--- config.mk ---
export PLATFORM = sky130hd
export DESIGN_NAME = opc_int_ctrl
export DESIGN_NICKNAME = d
export VERILOG_FILES = /design/src/rtl/opc_int_ctrl.sv
export SDC_FILE = /design/constraint.sdc
export NUM_CORES = 1
export LEC_CHECK = 0
export BUFFER_PORTS_ARGS = -buffer_cell sky130_fd_sc_hd__buf_2
export CORE_MARGIN = 1
export CORE_UTILIZATION = 51
export DETAILED_ROUTE_END_ITERATION = 7
export PLACE_DENSITY = 0.78
export SYNTH_ARGS = -nofsm -noshare
export SYNTH_HDL_FRONTEND = slang
export SYNTH_SLANG_ARGS = --single-unit
export TNS_END_PERCENT = 5
--- constraint.sdc ---
create_clock -name clk -period 2.5 [get_ports clk]
set_input_delay 0.75 -clock clk [delete_from_list [all_inputs] [get_ports clk]]
set_output_delay 0.75 -clock clk [all_outputs]
set_load 0.02 [all_outputs]
--- src/rtl/opc_int_ctrl.sv ---
// Memory-mapped interrupt controller: latches up to 16 edge/level sources into PEND,
// gates them with MASK and drives the CPU's active-low int_b.
module opc_int_ctrl #(
    parameter int unsigned NSRC = 8
) (
    input  logic            clk,
    input  logic            reset_b,
    input  logic            cs,
    input  logic [1:0]      reg_addr,
    input  logic            rnw,
    input  logic [15:0]     wdata,
    output logic [15:0]     rdata,
    input  logic [NSRC-1:0] irq_src,
    output logic            int_b
);

    localparam logic [1:0] AddrPend = 2'd0;
    localparam logic [1:0] AddrMask = 2'd1;
    localparam logic [1:0] AddrMode = 2'd2;
    localparam logic [1:0] AddrVec  = 2'd3;

    logic            wr_en;
    logic [NSRC-1:0] wdata_src;
    logic [NSRC-1:0] pend_q, pend_d;
    logic [NSRC-1:0] mask_q, mask_d;
    logic [NSRC-1:0] mode_q, mode_d;
    logic [NSRC-1:0] src_q;
    logic [NSRC-1:0] set_vec, clr_vec;
    logic [NSRC-1:0] active;
    logic [15:0]     vector;

    assign wdata_src = NSRC'(wdata);

    always_comb begin
        wr_en   = cs && !rnw;
        // Edge-mode bits need a 0->1 transition; level-mode bits fire whenever high.
        set_vec = irq_src & (~mode_q | ~src_q);
        clr_vec = '0;
        mask_d  = mask_q;
        mode_d  = mode_q;
        if (wr_en) begin
            case (reg_addr)
                AddrPend: clr_vec = wdata_src;
                AddrMask: mask_d  = wdata_src;
                AddrMode: mode_d  = wdata_src;
                default:  ;
            endcase
        end
        pend_d = (pend_q & ~clr_vec) | set_vec;
    end

    always_comb begin
        active = pend_q & mask_q;
        vector = 16'hFFFF;
        for (int i = int'(NSRC) - 1; i >= 0; i--) begin
            if (active[i]) vector = 16'(i);
        end
    end

    always_comb begin
        rdata = 16'h0000;
        if (cs) begin
            case (reg_addr)
                AddrPend: rdata = 16'(pend_q);
                AddrMask: rdata = 16'(mask_q);
                AddrMode: rdata = 16'(mode_q);
                AddrVec:  rdata = vector;
                default:  rdata = 16'h0000;
            endcase
        end
    end

    always_ff @(posedge clk or negedge reset_b) begin
        if (!reset_b) begin
            pend_q <= '0;
            mask_q <= '0;
            mode_q <= '1;
            src_q  <= '0;
            int_b  <= 1'b1;
        end else begin
            pend_q <= pend_d;
            mask_q <= mask_d;
            mode_q <= mode_d;
            src_q  <= irq_src;
            int_b  <= ~|(pend_d & mask_d);
        end
    end

endmodule

# Yosys cells after proc, flatten, opt, wreduce, memory -nomap -nowiden
# Index checks and enable logic that the tools add are counted.
# W data, S select, Z words.
[totals] register_bits=33 latchBits=0 ramBits=0 romBits=0 output_inout_bits=17 mem_count=0
[op_classes] n_addsub=0 mul=0 div=0 n_lt_le_gt_ge=0 n_eq_ne=3 shift=0 n_mux=14 n_bitwise=9 reduce_logical=6
[ops] cell="$mux W16" count=9
[ops] cell="$pmux W16 S4" count=1
[ops] cell="$and A8 B8 Y8" count=4
[ops] cell="$mux W8" count=4
[ops] cell="$not A8 Y8" count=3
[ops] cell="$or A8 B8 Y8" count=2
[ops] cell="$reduce_or A8 Y1" count=1
[ops] cell="$eq A2 B2 Y1 const B" count=2
[ops] cell="$eq A2 B1 Y1 const B" count=1
[ops] cell="$logic_not A1 Y1" count=2
[ops] cell="$logic_not A2 Y1" count=1
[ops] cell="$reduce_and A2 Y1" count=1
[ops] cell="$logic_and A1 B1 Y1" count=1

# Depth between registers and ports, before layout
# Gate-level depths: netlist (run 1).
[logic_depth] word_depth=11 depth_mapped=6 mapped_depth_nobuf=5

# Worst setup path before layout (run 1)
# Ideal clock, no wire load.
[synth_path] kind="input port to output port" start="input reg_addr[0]" end="output rdata[0]" t_arrival_ns=1.674 t_required_ns=1.750 slack_ns=0.076 cell_stages=5 path_buffers=1 cell_sequence="clkbuf_1 > mux2i_1 > o21ai_0 > nand2_1 > a31oi_1"
[synth_via] elab_chain_len=3 elab_cells_between_ends=6
[synth_rtl] element="start, declared" line_no="9" source="input logic [1:0] reg_addr,"
[synth_rtl] element="$eq A2 B2 Y1 (tied with other cells)" line_no="63" source="case (reg_addr)"
[synth_rtl] element="$pmux W16 S4 (*)" line_no="63"
[synth_rtl] element="$mux W16 (*)" line_no="62" source="if (cs) begin"
[synth_rtl] element="end, declared" line_no="12" source="output logic [15:0] rdata,"
# Every way passes the cells marked *; elsewhere a longest branch is shown, timed or not.

# Worst setup path after layout (run 1)
[layout_path] start="register pend_q[5]" end="output rdata[7]"
[layout_via] elab_chain_len=9
[layout_rtl] element="start, declared" line_no="24" source="logic [NSRC-1:0] pend_q, pend_d;"
[layout_rtl] element="start signal, assigned" line_no="81" source="pend_q <= pend_d;"
[layout_rtl] element="$and A8 B8 Y8" line_no="53" source="active = pend_q & mask_q;"
[layout_rtl] element="$mux W16 (6 in series)" line_no="56" source="if (active[i]) vector = 16'(i);"
[layout_rtl] element="$pmux W16 S4" line_no="63"
[layout_rtl] element="$mux W16" line_no="62"
# Every way passes these cells.

==> flow_summary.toml, run 1 <==
[die]
die_area_um2 = 3570
start_util_pct = 54.8
ios = 47
die_h_um = 59.8
die_w_um = 59.8
core_um2 = 3100
rows = 20

[worst_setup_path]
critPathMostFrequentCell = "nand2_2"
worstRegToRegCells = 5
worstSetupEndpointType = "primary output"
worstReg2RegStart = "mode_q[5]$_DFFE_PN1P_"
critPathArrivalTime_ps = 1740
worst-path-stages = 6
cpMaxStageDelayCell = "dfrtp_1"
cp_num_buf_inv = 1
r2r_slack_ps = 860
setup.worst_path.class = "flip-flop to primary output"
cpPeakStageDelay_ps = 420
path_max_fanout = 5
timing.critical_path.cells = "nand2_2, nand2_2, a221oi_2, and2_4, o221a_4, buf_6"
worstSetupStartpointType = "flip-flop"
critical-path-top-delay-family = "simple AND/OR/NAND/NOR gates"
crit_required_ps = 1750
r2r-end = "int_b$_DFF_PN1_"

[clocking]
cts_buffers = 5
clk_latency_ps = 350
clkSlewWorstSetupHoldPaths_ps = 110
cts_max_level = 2
cts-root-buf = "clkbuf_4"
cts_tree = "done"
clk_path_buf_depth = 2
cts_sinks = 33

[sta]
skew_ps = 17.7
slew_violations = 0
fin_hold_ws_ps = 441
slew_headroom_pct = 51.8
max_freq_ghz = 0.402
setup_viol = 0
fin_crit_ps = 2490
finalCritPeriodShare_pct = 99.5
rsz0062_at_grt = "yes"
setup_tns_ps = 0
hold_viol = 0
worst_pin_slew_ps = 723

[drt]
wl_um = 4280
first_iter_violations = 82
viasPerCell = 5.72
via_count = 1459
first_pass_iters = 4
drt-wirelength-per-cell_um = 16.8
drc = 0
drtAntennaViolNets = 0

[placement]
place_hpwl_um = 2920
port-buffer-count = 38
place_inst = 240
place_congestion = 0.802

[pwr]
ir_drop_uv = 396
power_density_nw_per_um2 = 623
p_leak_nw = 0.974
total_power_mw = 1.39

[synthesis]
syn_inst = 159
synth_cell_types = 30
synth_area_leaders = "dfrtp_1 (35%), dfstp_2 (14%), mux2_2 (11%), nor2b_1 (4.8%), a221o_1 (4.1%)"
syn_area_um2 = 1700
ys_ff_latch = 33
syn_area_per_cell_um2 = 10.7
synth_edf_count = 0
yosysMostFrequentCell = "dfrtp_1"
synth_warnings = 0
yosysTopAreaCell = "dfrtp_1"
ys.flop_type = "dfrtp_1"
yosysTopAreaCellShare_pct = 35.3
seq_area_frac_synth_pct = 49.2
yosys-top-cells-count = "dfrtp_1 (24), nand2_1 (17), mux2_2 (16)"
async_reset_ff_share_pct = 100
synthesis.nets = 189

[global_route]
grt_max_degree = 34
grt_pass1_wl_um = 6510
grt_use_total_pct = 25.3
grt.overflow.total = 0
first_global_vias = 1433
antenna_found_initial = 0

[min_path]
hp-class = "input pin to async pin"

[final_layout]
areaGrowthSynthToFinish_pct = 31.0
drive_above_1_share_pct = 51.7
multi_input_area_um2 = 848
antenna_cells = 0
regArea_um2 = 837
fill_cells = 228
utilization_pct = 71.9
stdcell_count = 255
layout.nets = 240

[run_status]
outcome = "completed"

[job]
maxCapViolCount = 0
sequential cells by signal, indices dropped and copies added (netlist names):
register / cells
mask_q: 8
pend_q: 8
src_q: 8
mode_q: 8
int_b: 1
layout by cell type (no fill, tap or decap), drive strengths merged, types with 2 or more instances in the layout:
master  count
inv         5
nand2b      8
dfrtp      24
dfstp       9
nor2        2
buf        58
clkbuf      7
mux2       16
and2        2
a21oi       8
nand3       3
o21ai       9
a221o       7
nor4bb      2
o221a       5
a22oi       5
nand2      17
nor2b      13
repair_timing:
item	4_1_cts	5_1_grt
buffers inserted	0	7
pin swaps	2	4
hold buffers	0	0
cloned	0	1
resized for setup	27	17
setup endpoints to repair	16	14
routing by layer:
metal / track usage [%] / part of all wire, % / wire length [um] / vias to the layer above
met2: 42.9 / 52 / 2230 / 54
met5: 0 / 0 / 0 / -
met3: 6.49 / 4.7 / 203 / 10
met4: 11.0 / 2.0 / 84 / 0
met1: 30.2 / 41 / 1770 / 726
li1: - / - / - / 669
metrics by stage:
step | setup WS, ps | cell area (um^2)
final | 12.7 | 2230
after global routing | -52.8 | 2230
after CTS | 1.33 | 2120
after detailed placement | -149 | 1980
after global placement | -165 | 1980
after floorplan | 75.5 | 1700
where the power goes:
part           switching, mW  leakage [nW]  internal (mW)  total (mW)
Sequential            0.0600         0.355          0.622       0.682
Combinational          0.171         0.578          0.187       0.358
Clock                  0.185        0.0413          0.163       0.348
worst max-delay path by stage:
stage / from / end / slack (ps)
after floorplan: reg_addr[0] / rdata[0] / 80
after global placement: reg_addr[1] / int_b$_DFF_PN1_ / -160
after detailed placement: reg_addr[1] / rdata[6] / -150
after CTS: reg_addr[0] / rdata[4] / 1
after global routing: pend_q[5]$_DFF_PN0_ / rdata[5] / -50
final: pend_q[5]$_DFF_PN0_ / rdata[7] / 10
layout make-up:
type	count	area share, %
inverters	5	0.842
flip-flops and latches	33	37.5
well taps	44	2.47
repair buffers	58	18.0
multi-input cells	107	38.0
clock inverters	1	0.224
clock buffers	7	2.92
cells by family after synthesis:
kind of cell | count (synthesis) | share of synthesized area [%]
flops | 33 | 49.2
simple gates | 52 | 17.1
compound gates | 38 | 16.7
mux | 17 | 11.2
buf+inv | 19 | 5.81
(Power assumes the default switching activity.)
==> inputs of run 2 (changes only) <==
--- a/config.mk
+++ b/config.mk
@@ -10,6 +10,7 @@
 export CORE_UTILIZATION = 51
 export DETAILED_ROUTE_END_ITERATION = 7
 export PLACE_DENSITY = 0.78
+export RECOVER_POWER = 50
 export SYNTH_ARGS = -nofsm -noshare
 export SYNTH_HDL_FRONTEND = slang
 export SYNTH_SLANG_ARGS = --single-unit
==> run 2 against run 1 <==
The flow now finishes with violations (capacitance limit, slew limit); sequential share of layout area up 0.085 points; non-clock buffer count unchanged; combinational power about the same; via count about the same; critical path depth unchanged; global-route usage unchanged; worst hold slack better by 73 ps; largest cell class unchanged; sequential cell count unchanged; clock power about the same.
==> flow_summary.toml, run 2 (synthesis gave the netlist of run 1 again) <==
[sta]
skew_ps = 18.4
worst_pin_slew_ps = 1730
slew_violations = 34
slew_headroom_pct = -15.2
finalCritPeriodShare_pct = 99.4
fin_crit_ps = 2490
rsz0062_at_grt = "yes"
hold_viol = 0
setup_tns_ps = 0
fin_hold_ws_ps = 514
setup_viol = 0
max_freq_ghz = 0.402

[die]
rows = 20
die_area_um2 = 3570
die_w_um = 59.8
core_um2 = 3100
ios = 47
start_util_pct = 54.8
die_h_um = 59.8

[placement]
port-buffer-count = 38
place_congestion = 0.802
place_hpwl_um = 2920

[pwr]
power_frac_comb_pct = 25.8
ir_drop_uv = 393
power_density_nw_per_um2 = 624
p_sw_share_pct = 30.1
internal_power_mw = 0.971
total_power_mw = 1.39
p_sw_mw = 0.418
p_leak_nw = 0.963
pwr-share-seq_pct = 49.1
clock_power_share_pct = 25.0

[run_status]
outcome = "complete, but fails checks"
violations = "capacitance limit, slew limit"

[drt]
wl_um = 4330
drt-wirelength-per-cell_um = 17.0
first_iter_violations = 77
drc = 0
via_count = 1460
viasPerCell = 5.73
drtAntennaViolNets = 0
first_pass_iters = 4

[final_layout]
final_common_cell = "buf_4"
final_cell_mix = "buf_4 (29), dfrtp_1 (24), buf_2 (19), mux2_2 (16), nand2_1 (14)"
utilization_pct = 71.7
drive_above_1_share_pct = 49.8
multi_input_area_um2 = 848
layout.nets = 240
areaGrowthSynthToFinish_pct = 30.7
regArea_um2 = 837
fill_cells = 231
antenna_cells = 0

[worst_setup_path]
setup.worst_path.class = "flip-flop to primary output"
worstReg2RegStart = "mode_q[5]$_DFFE_PN1P_"
critPathArrivalTime_ps = 1740
worstSetupStartpointType = "flip-flop"
path_max_fanout = 5
worstRegToRegCells = 5
worstSetupEndpointType = "primary output"
crit_start = "pend_q[5]$_DFF_PN0_"
r2r_slack_ps = 850
crit_end = "rdata[7]"
r2r-end = "int_b$_DFF_PN1_"
crit_required_ps = 1750

[global_route]
grt.overflow.total = 0
grt_pass1_wl_um = 6510
first_global_vias = 1433
grt_max_degree = 34
antenna_found_initial = 0
grt_use_total_pct = 25.3

[clocking]
cts_buffers = 5
cts-root-buf = "clkbuf_4"
cts_max_level = 2
cts.hold.buffers_added = 0
clk_path_buf_depth = 2
clkSlewWorstSetupHoldPaths_ps = 110
cts_tree = "done"
clk_latency_ps = 350
cts_sinks = 33

[min_path]
hp-class = "input pin to flip-flop"

[job]
maxCapViolCount = 1
-- run 2: cell count changes in the layout (fill, tap and decap cells not counted), sizes merged --
cell,delta
buf,-4
clkbuf,+4
-- run 2: worst min path at each step --
stage                        start                   to  slack (ps)  depth (start not counted)
6_report                irq_src[3]   src_q[3]$_DFF_PN0_         510                          1
5_1_grt                 irq_src[7]   src_q[7]$_DFF_PN0_         500                          1
4_1_cts                    reset_b   src_q[2]$_DFF_PN0_         470                          1
3_5_place_dp   mask_q[5]$_DFF_PN0_  mask_q[5]$_DFF_PN0_         540                          1
3_3_place_gp   mask_q[1]$_DFF_PN0_  mask_q[1]$_DFF_PN0_         530                          1
2_1_floorplan              reset_b  mask_q[0]$_DFF_PN0_         450                          0
-- run 2: metal layers --
metal / wire length [um] / share of wire (%) / up-vias / track usage (%)
met5: 0 / 0 / - / 0
met4: 63 / 1.5 / 0 / 11.0
met3: 221 / 5.1 / 8 / 6.49
met1: 1760 / 41 / 728 / 30.2
met2: 2290 / 53 / 56 / 42.9
li1: - / - / 668 / -
-- run 2: cell type report --
class | count | area share [%]
clock buffer | 7 | 2.92
inverter | 5 | 0.844
sequential | 33 | 37.6
multi-input combinational | 107 | 38.1
clock inverter | 1 | 0.225
timing repair buffer | 58 | 17.8
tap | 44 | 2.47
-- run 2: per-stage QoR --
stage	setup WS [ps]	instance area, um^2	std cells
after detailed placement	-149	1980	240
final	14.0	2220	255
after CTS	1.33	2120	248
after floorplan	75.5	1700	159
after global placement	-165	1980	240
after global routing	-52.8	2220	255
-- run 2: worst max-delay path: stages (launching register included) --
cell      delay (ps)
dfrtp_1          420
nand2_2          100
nand2_2           70
a221oi_2         220
and2_4           270
o221a_4          200
buf_6            110
-- run 2: timing repair --
action                     in CTS  in global routing
resized for setup              27                 17
setup buffers                   0                  7
pin swaps                       2                  4
gates cloned                    0                  1
setup endpoints to repair      16                 14
-- run 2: power groups by stage --
| stage | logic (mW) | clock network, mW | registers, mW |
|---|---|---|---|
| CTS | 0.322 | 0.352 | 0.678 |
| global placement | 0.292 | 0 | 0.681 |
| detailed placement | 0.303 | 0 | 0.687 |
| floorplan | 0.208 | 0 | 0.670 |
| finish | 0.358 | 0.348 | 0.682 |
| global route | 0.387 | 0.377 | 0.691 |
==> inputs of run 3 (changes only) <==
--- a/config.mk
+++ b/config.mk
@@ -9,8 +9,10 @@
 export CORE_MARGIN = 1
 export CORE_UTILIZATION = 51
 export DETAILED_ROUTE_END_ITERATION = 7
-export PLACE_DENSITY = 0.78
+export GPL_TIMING_DRIVEN = 0
+export PLACE_DENSITY = 0.89
 export RECOVER_POWER = 50
+export SETUP_SLACK_MARGIN = 0.3
 export SYNTH_ARGS = -nofsm -noshare
 export SYNTH_HDL_FRONTEND = slang
 export SYNTH_SLANG_ARGS = --single-unit
==> run 3 against run 2 <==
The run ends with capacitance limit, slew limit, setup timing left; critical path type is now input pin to primary output; final cell count increased by 4.3%; combinational power increased by 20%; first-iteration DRC count decreased by 26%; power increased by 10%; fmax decreased by 1.8%; sequential cell count unchanged; utilization increased by 8.3 points; wire length increased by 12%; clock skew decreased by 12 ps.
==> flow_summary.toml, run 3 (synthesis gave the netlist of run 1 again) <==
[drt]
wl_um = 4840
drc = 0
drt-wirelength-per-cell_um = 18.2
via_count = 1559
drtAntennaViolNets = 0
first_pass_iters = 4
first_iter_violations = 57
viasPerCell = 5.86

[worst_setup_path]
timing.critical_path.cells = "buf_8, buf_4, nand3_1, o211ai_1, o21ai_1, nand2_1, a31oi_4, buf_6"
setup.worst_path.class = "input pin to primary output"
worst-path-stages = 8
crit_start = "reg_addr[0]"
critPathArrivalTime_ps = 1780
cp_num_buf_inv = 3
critical-path-top-delay-family = "buffers and inverters"
r2r_slack_ps = 850
crit_required_ps = 1750
worstRegToRegCells = 5
crit_end = "rdata[0]"
worstSetupStartpointType = "input pin"
cpPeakStageDelay_ps = 190
worstSetupEndpointType = "primary output"
path_max_fanout = 10
r2r-end = "int_b$_DFF_PN1_"
worstReg2RegStart = "mode_q[5]$_DFFE_PN1P_"
cpMaxStageDelayCell = "a31oi_4"

[die]
ios = 47
die_w_um = 59.8
die_area_um2 = 3570
start_util_pct = 54.8
rows = 20
die_h_um = 59.8
core_um2 = 3100

[clocking]
clk_latency_ps = 340
cts_buffers = 5
clkSlewWorstSetupHoldPaths_ps = 100
cts.hold.buffers_added = 0
cts-root-buf = "clkbuf_4"
cts_tree = "done"
cts_sinks = 33
clk_path_buf_depth = 2
cts_max_level = 2

[placement]
place_congestion = 0.857
place_hpwl_um = 2760
port-buffer-count = 38

[sta]
slew_headroom_pct = -11.8
finalCritPeriodShare_pct = 101
worst_pin_slew_ps = 1680
rsz0062_at_grt = "yes"
hold_viol = 0
setup_viol = 6
max_freq_ghz = 0.395
fin_crit_ps = 2530
setup_tns_ps = -111
skew_ps = 6.85
slew_violations = 34
fin_ws_ps = -32.6

[pwr]
power_density_nw_per_um2 = 616
ir_drop_uv = 592
total_power_mw = 1.53
p_leak_nw = 1.06

[run_status]
outcome = "complete, but fails checks"
violations = "capacitance limit, slew limit, setup timing"

[final_layout]
areaGrowthSynthToFinish_pct = 45.8
final_common_cell = "buf_6"
layout.nets = 251
drive_above_1_share_pct = 56.8
final_cell_mix = "buf_6 (24), dfrtp_1 (23), buf_4 (19), mux2_2 (16), buf_2 (16)"
antenna_cells = 0

[job]
maxCapViolCount = 1

[global_route]
antenna_found_initial = 0
first_global_vias = 1568
grt_use_total_pct = 28.7
grt_max_degree = 34
grt_pass1_wl_um = 7100
grt.overflow.total = 0

[min_path]
hp-class = "input pin to flip-flop"
==> run 3: changes by cell type in the layout (fill, tap and decap cells not counted), sizes merged <==
cell,delta
bufinv,+1
buf,+6
clkbuf,+5
clkinv,-1
==> run 3: power breakdown <==
group / leakage (nW) / total [mW] / internal [mW] / switching [mW]
sequential: 0.354 / 0.686 / 0.622 / 0.0638
clock: 0.0455 / 0.412 / 0.239 / 0.174
combinational: 0.660 / 0.429 / 0.223 / 0.206
==> run 3: worst min-delay path by stage <==
stage	start	end	slack, ps	cells after the start
5_1_grt	irq_src[3]	src_q[3]$_DFF_PN0_	510	1
6_report	irq_src[4]	src_q[4]$_DFF_PN0_	520	1
3_5_place_dp	mask_q[5]$_DFF_PN0_	mask_q[5]$_DFF_PN0_	560	1
3_3_place_gp	mask_q[1]$_DFF_PN0_	mask_q[1]$_DFF_PN0_	530	1
2_1_floorplan	reset_b	mask_q[0]$_DFF_PN0_	450	0
4_1_cts	reset_b	src_q[0]$_DFF_PN0_	460	1
==> run 3: repair_timing <==
item | 4_1_cts | 5_1_grt
pin swaps | 9 | 19
setup endpoints to repair | 17 | 17
resized for setup | 56 | 19
endpoints found under the hold margin | 0 | 0
buffers inserted | 6 | 11
==> run 3: worst reg2reg max path, stage by stage, from the launching register on <==
cell and delay, ps:
dfstp_2 560, nand2_1 60, a221o_1 380, a22oi_2 190, nand2_1 90, nor4bb_2 280
==> run 3: per-stage QoR <==
| step | setup slack (ps) | cells | utilization (%) | hold slack [ps] | instance area, um^2 |
|---|---|---|---|---|---|
| 6_report | -32.6 | 266 | 80.0 | 523 | 2480 |
| 5_1_grt | -82.4 | 266 | 80.0 | 513 | 2480 |
| 4_1_cts | -50.4 | 255 | 75.5 | 459 | 2340 |
| 3_5_place_dp | -230 | 241 | 65.8 | 556 | 2040 |
| 3_3_place_gp | -214 | 241 | 65.8 | 532 | 2040 |
| 2_1_floorplan | 201 | 159 | - | 454 | 1800 |
==> run 3: layer usage <==
layer,part of all wire [%],wire length [um],track usage (%)
met1,35,1720,30.7
met2,53,2590,50.0
met3,7.4,360,7.58
met4,3.7,177,17.6
met5,0,0,0
==> run 3: area by class of cell <==
| class | instances | area (um^2) |
|---|---|---|
| fillers | 184 | 622 |
| flip-flops and latches | 33 | 838 |
| multi-input cells | 107 | 905 |
| repair buffers | 55 | 425 |
| inverters | 5 | 18.8 |
| clock buffers | 7 | 55.1 |
| clock inverters | 1 | 30.0 |
| plain buffers | 14 | 154 |
| well taps | 44 | 55.1 |
